==> src/rtl/addsub_arbiter.sv <==
// Round-robin arbiter that time-shares one registered 8-bit add/sub unit
// between NREQ requesters, returning each result with a one-hot valid pulse.

module addsub (
  input  logic       iCLK,
  input  logic       iRST,
  input  logic       iOp,
  input  logic [7:0] iA,
  input  logic [7:0] iB,
  output logic [7:0] oRes
);
  // Carry/borrow are dropped: plain 8-bit modulo arithmetic.
  always_ff @(posedge iCLK or posedge iRST) begin
    if (iRST) oRes <= 8'h00;
    else      oRes <= iOp ? (iA - iB) : (iA + iB);
  end
endmodule

module addsub_arbiter #(
  parameter int NREQ = 2,
  parameter int CNTW = 16
) (
  input  logic              iCLK,
  input  logic              iRST,
  input  logic [NREQ-1:0]   iREQ,
  input  logic [NREQ-1:0]   iOPCODE,
  input  logic [NREQ*8-1:0] iDATAIN1,
  input  logic [NREQ*8-1:0] iDATAIN2,
  output logic [NREQ-1:0]   oGNT,
  output logic [NREQ-1:0]   oVALID,
  output logic [7:0]        oDATAOUT,
  output logic              oBUSY,
  output logic [CNTW-1:0]   oOPCNT
);
  localparam int LW = $clog2(NREQ);

  localparam logic [1:0] IDLE  = 2'd0;
  localparam logic [1:0] ISSUE = 2'd1;
  localparam logic [1:0] RESP  = 2'd2;

  logic [1:0]    state;
  logic [LW-1:0] last, win;
  logic          opReg;
  logic [7:0]    aReg, bReg, aluRes;

  addsub uAlu (
    .iCLK (iCLK),
    .iRST (iRST),
    .iOp  (opReg),
    .iA   (aReg),
    .iB   (bReg),
    .oRes (aluRes)
  );

  // Winner search starts just after the last grant, wrapping mod NREQ.
  always_comb begin
    logic          found;
    int            idx;
    logic [LW-1:0] idxL;
    win   = last;
    found = 1'b0;
    idx   = 0;
    idxL  = '0;
    for (int k = 1; k <= NREQ; k++) begin
      idx = int'(last) + k;
      if (idx >= NREQ) idx = idx - NREQ;
      idxL = LW'(idx);
      if (!found && iREQ[idxL]) begin
        found = 1'b1;
        win   = idxL;
      end
    end
  end

  always_ff @(posedge iCLK or posedge iRST) begin
    if (iRST) begin
      state    <= IDLE;
      oGNT     <= '0;
      oVALID   <= '0;
      oDATAOUT <= 8'h00;
      oBUSY    <= 1'b0;
      oOPCNT   <= '0;
      last     <= LW'(NREQ - 1);
      opReg    <= 1'b0;
      aReg     <= 8'h00;
      bReg     <= 8'h00;
    end else begin
      oGNT   <= '0;
      oVALID <= '0;
      case (state)
        IDLE: begin
          if (|iREQ) begin
            opReg <= iOPCODE[win];
            aReg  <= iDATAIN1[8*win +: 8];
            bReg  <= iDATAIN2[8*win +: 8];
            last  <= win;
            oGNT  <= NREQ'(1) << win;
            oBUSY <= 1'b1;
            state <= ISSUE;
          end
        end
        ISSUE: begin
          oBUSY <= 1'b1;
          state <= RESP;
        end
        RESP: begin
          // last still holds the requester whose op is in flight.
          oDATAOUT <= aluRes;
          oVALID   <= NREQ'(1) << last;
          oOPCNT   <= oOPCNT + CNTW'(1);
          oBUSY    <= 1'b0;
          state    <= IDLE;
        end
        default: begin
          oBUSY <= 1'b0;
          state <= IDLE;
        end
      endcase
    end
  end
endmodule

==> config.mk <==
export PLATFORM = sky130hd
export DESIGN_NAME = addsub_arbiter
export DESIGN_NICKNAME = d
export VERILOG_FILES = /design/src/rtl/addsub_arbiter.sv
export SDC_FILE = /design/constraint.sdc
export NUM_CORES = 1
export LEC_CHECK = 0
export ABC_AREA = 0
export CAP_MARGIN = 30
export CORE_MARGIN = 4
export CORE_UTILIZATION = 49
export CTS_CLUSTER_SIZE = 10
export DETAILED_ROUTE_END_ITERATION = 10
export HOLD_SLACK_MARGIN = 0.02
export PLACE_DENSITY_LB_ADDON = 0.1
export SYNTH_ARGS = -nofsm -noshare
export SYNTH_HDL_FRONTEND = slang
export SYNTH_SLANG_ARGS = --single-unit
export TNS_END_PERCENT = 100
==> constraint.sdc <==
create_clock -name iCLK -period 2.4 [get_ports iCLK]
set_clock_uncertainty 0.05 [all_clocks]
set_input_delay 0.72 -clock iCLK [delete_from_list [all_inputs] [get_ports iCLK]]
set_output_delay 0.72 -clock iCLK [all_outputs]
set_load 0.005 [all_outputs]
# Word level (Yosys, flattened, before mapping)
# Index checks and enable logic that the tools add are counted.
dict set report word_totals {
  register_bits 57
  latch_bits 0
  ram_bits 0
  romBits 0
  input_bits 38
  output_inout_bits 29
  elab_cells 54
  mem_count 0
}
dict set report op_classes {
  n_addsub 7
  multipliers 0
  n_div 0
  order_cmp 5
  n_eq_ne 3
  shift 4
  mux 19
  bitwise 0
  n_reduce_logical 5
}
# op count
set op_table {}
lappend op_table {{$shiftx A16 B5 Y8} 2}
lappend op_table {{$add A16 B1 Y16 const B} 1}
lappend op_table {{$mux W1} 12}
lappend op_table {{$add A8 B8 Y8} 1}
lappend op_table {{$mux W2} 4}
lappend op_table {{$mux W8} 1}
lappend op_table {{$sub A8 B8 Y8} 1}
lappend op_table {{$lt A1 B2 Y1 const B} 3}
lappend op_table {{$pmux W2 S2} 1}
lappend op_table {{$shl A1 B1 Y2 const A} 2}
lappend op_table {{$add A1 B2 Y3 const B} 1}
lappend op_table {{$ge A3 B2 Y1 const B} 1}
lappend op_table {{$add A1 B1 Y2 const B} 1}
lappend op_table {{$eq A2 B1 Y1 const B} 1}
lappend op_table {{$eq A2 B2 Y1 const B} 1}
lappend op_table {{$ge A2 B2 Y1 const B} 1}
lappend op_table {{$logic_not A2 Y1} 1}
lappend op_table {{$ne A2 B2 Y1 const B} 1}
lappend op_table {{$pmux W1 S2} 1}
lappend op_table {{$reduce_and A2 Y1} 1}
lappend op_table {{$reduce_or A2 Y1} 1}
lappend op_table {{$sub A1 B1 Y1 const B} 2}
lappend op_table {{$logic_and A1 B1 Y1} 1}
lappend op_table {{$logic_not A1 Y1} 1}

# Depth between registers and ports, before layout
dict set report logic_depth {
  ltp_word 12
  depth_mapped 10
  mapped_depth_nobuf 10
}

# Cells and area by module
# Synthesis repeated with hierarchy kept, for this count alone.
dict set report hier_totals {
  cells_unflattened 240
  area_unflattened_um2 2683.8
}
# mod instances cells_per_inst area_each_um2
set by_module_without_submodules {}
lappend by_module_without_submodules {addsub_arbiter 1 173 2060.7}
lappend by_module_without_submodules {addsub 1 67 623.1}

# Worst setup path before layout
# Ideal clock, no wire load.
dict set report synth_path {
  path_type {reg2reg}
  startpoint {register bReg[0]}
  endpoint {register uAlu.oRes[7]}
  arrival_ns 1.990
  t_required_ns 2.270
  slack_ns 0.280
  path_stages_with_launch 10
  n_path_buf 0
  cell_sequence {dfrtp_1 inv_1 ha_1 mux2i_1 ha_1 nor2b_1 o2111ai_1 nand3_1 o41ai_1 xnor2_1}
}
dict set report synth_via {
  elab_chain_len 2
}
# item line
set synth_rtl {}
lappend synth_rtl {{from (decl)} 44} ;# logic [7:0] aReg, bReg, aluRes;
lappend synth_rtl {{from (signal assigned)} 95} ;# bReg <= iDATAIN2[8*win +: 8];
lappend synth_rtl {{$add A8 B8 Y8 / $sub A8 B8 Y8 (equally long branches)} 15} ;# else oRes <= iOp ? (iA - iB) : (iA + iB);
lappend synth_rtl {{$mux W8 (*)} 15}
lappend synth_rtl {{to (signal assigned)} 15}
lappend synth_rtl {{to (decl)} 10} ;# output logic [7:0] oRes
# Every way passes the cells marked *; elsewhere a longest branch is shown, timed or not.
# A chain may end at the register's enable or synchronous reset.

# Final worst setup path
# Same ends and word-level chain as after synthesis.

==> qor.yml <==
setup_slack_ps: 178
antenna_found_initial: 0
comb_power_share: 0.469
die_width_um: 81.9
async_reset_ff_frac: 1.00
finalMaxSlewViolations: 0
area_growth_pct: 37.1
start_util: 0.514
hold_path.class: "reg -> reg"
syn_inst: 255
cts_hold_buffers: 0
cts_buffers: 9
p_clk_frac: 0.190
drv_cap: 0
die_h_um: 81.9
setup_tns_ps: 0
power.share.sequential: 0.341
setup_viol: 0
p_sw_frac: 0.351
grt_use_total: 0.170
instances_no_fill: 403
drive_gt1_frac: 0.0811
drtAntennaViolNets: 0
p_total_w: 0.00488
synthDistinctLibCells: 34
status: "complete, no violations"
max_clock_freq_ghz: 0.450
clock-sinks: 57
io_buffers: 66
drt-initial-drc-count: 132
grt_pass1_wl_um: 8420
start_kind: "register"
synth_edf_count: 0
dp.cells: 387
ys_ff_latch: 57
period_share: 0.926
ys_dominant_reg_cell: "dfrtp_1"
antenna_cells: 0
p_per_area_nw_per_um2: 1330
grt_max_degree: 44
min_period_ps: 2220
drt_pre_antenna_iters: 4
syn-num-nets: 303
p_leak_nw: 1.71
rows: 26
viasPerCell: 4.80
report.final.hold_viol_count: 0
design.core.area_um2: 5200
cellInternalPower_w: 0.00317
cts_tree: "built"
synth_seq_area_share: 0.534
netlist_area_um2: 2680
cp.required_ps: 2610
drc_errors: 0
nNetsFinal: 376
routed_wl_um: 4910
critPathMaxFanout: 4
clkLatencyLatePin_ps: 330
dp_hpwl_um: 3620
cts_max_path_buffers: 2
overflow: 0
slew_headroom: 0.762
cp_data_arrival_time_ps: 2430
worst_pin_slew_ps: 355
root_buffer: "clkbuf_8"
path_class: "reg -> reg"
gp_congestion: 0.778
switching_power_w: 0.00171
grt_pass1_vias: 1910
wire_per_inst_um: 12.2
pin_count: 67
place_ws_ps: 94.6
yosysWarnings: 0
synth.avg_cell_area_um2: 10.5
final_util: 0.705
end_kind: "register"
htree_levels: 3
rsz0062_at_grt: "false"
vias: 1936
clk_pin_slew_ps: 70
die_area_um2: 6710
vdd_ir_drop_max_v: 0.000684
[per-stage QoR]
step / hold WS, ps / cell area (um^2)
after CTS: 389 / 3660
after floorplan: 364 / 2680
after global routing: 397 / 3670
after global placement: 367 / 3450
after detailed placement: 372 / 3450
final: 385 / 3670
[area by class of cell]
type                            instances  area [um^2]
Fill cell                             411         1540
Timing Repair Buffer                   71          736
Sequential cell                        57         1430
Clock inverter                          2         35.0
Clock buffer                           14          173
Tap cell                               70         87.6
Inverter                               13         48.8
Multi-Input combinational cell        176         1160
[power groups by stage]
stage / logic [W] / registers, W / clock network [W]
after detailed placement: 0.00229 / 0.00168 / 0
final: 0.00229 / 0.00166 / 0.000927
after CTS: 0.00230 / 0.00167 / 0.000955
after global routing: 0.00263 / 0.00172 / 0.000999
after floorplan: 0.00165 / 0.00162 / 0
after global placement: 0.00224 / 0.00167 / 0
[critical path: stages (launching register included)]
cell and delay [ps]:
dfrtp_1 400, inv_1 60, ha_1 290, mux2i_1 230, ha_1 280, nor2b_1 140, o2111ai_1 170, nand3_1 120
o41ai_2 250, xnor2_1 150
[worst paths after layout]
check / slack, ps / cells after the start / start / to
worst max-delay path: 180 / 9 / bReg[0] / uAlu.oRes[7]
worst min-delay path: 390 / 2 / uAlu.oRes[7] / oDATAOUT[7]
worst max register to register: 180 / 9 / bReg[0] / uAlu.oRes[7]
worst min register to register: 390 / 2 / uAlu.oRes[7] / oDATAOUT[7]
max in group asynchronous: 1100 / 3 / iRST / last
min in group asynchronous: 610 / 2 / iRST / oOPCNT[15]
[per-layer routing]
layer  share of wire  vias up  track usage  wire length, um
met5               0        -            0                0
met4           0.022        0       0.0897              109
met3           0.061        9       0.0526              300
met2            0.49       50        0.283             2400
met1            0.43      894        0.196             2100
li1                -      983            -                -
[cells by family after synthesis]
kind of cell,count (synthesis),share of synthesized area
and+or+nand+nor,90,0.156
DFF,57,0.534
adders and majority gates,10,0.0496
xor gates and xnor gates,28,0.0917
muxes,19,0.0711
AOI/OAI and AO/OA,29,0.0613
buffers and inverters,22,0.0370
[sequential cells by signal, summed over array words and instances, names as in the netlist, 2 cells and up]
name	count
aReg	8
oDATAOUT	8
bReg	8
oVALID	2
state	2
oOPCNT	16
uAlu.oRes	8
oGNT	2
[Yosys cell counts, drive strengths merged, types with 3 or more instances]
library cell,n,share of area
dfrtp,56,0.52
nand2,50,0.070
xnor2,23,0.075
mux2i,19,0.071
o21ai,17,0.032
inv,13,0.018
nor2,13,0.018
ha,9,0.042
nand3,8,0.015
buf,6,0.015
nor3,5,0.015
xor2,5,0.016
a21oi,4,0.0075
a31oi,3,0.0070
and2,3,0.0070
and3,3,0.0075
clkbuf,3,0.0042
nor2b,3,0.0070
[layout by cell type, fill, tap and decap left out, types with 4 or more instances in the layout]
master	instances
clkdlybuf4s50_1	66
dfrtp_1	56
nand2_1	50
xnor2_1	23
mux2i_1	18
o21ai_0	17
nor2_1	13
inv_1	12
clkbuf_8	12
ha_1	9
nand3_1	8
xor2_1	5
a21oi_1	4
[repair_timing]
| item | 4_1_cts | 5_1_grt |
|---|---|---|
| setup endpoints to repair | 0 | 1 |
| resized for setup | 0 | 1 |
| hold endpoints to repair | 0 | 0 |
| setup buffers | 0 | 0 |
(Power assumes the default switching activity.)
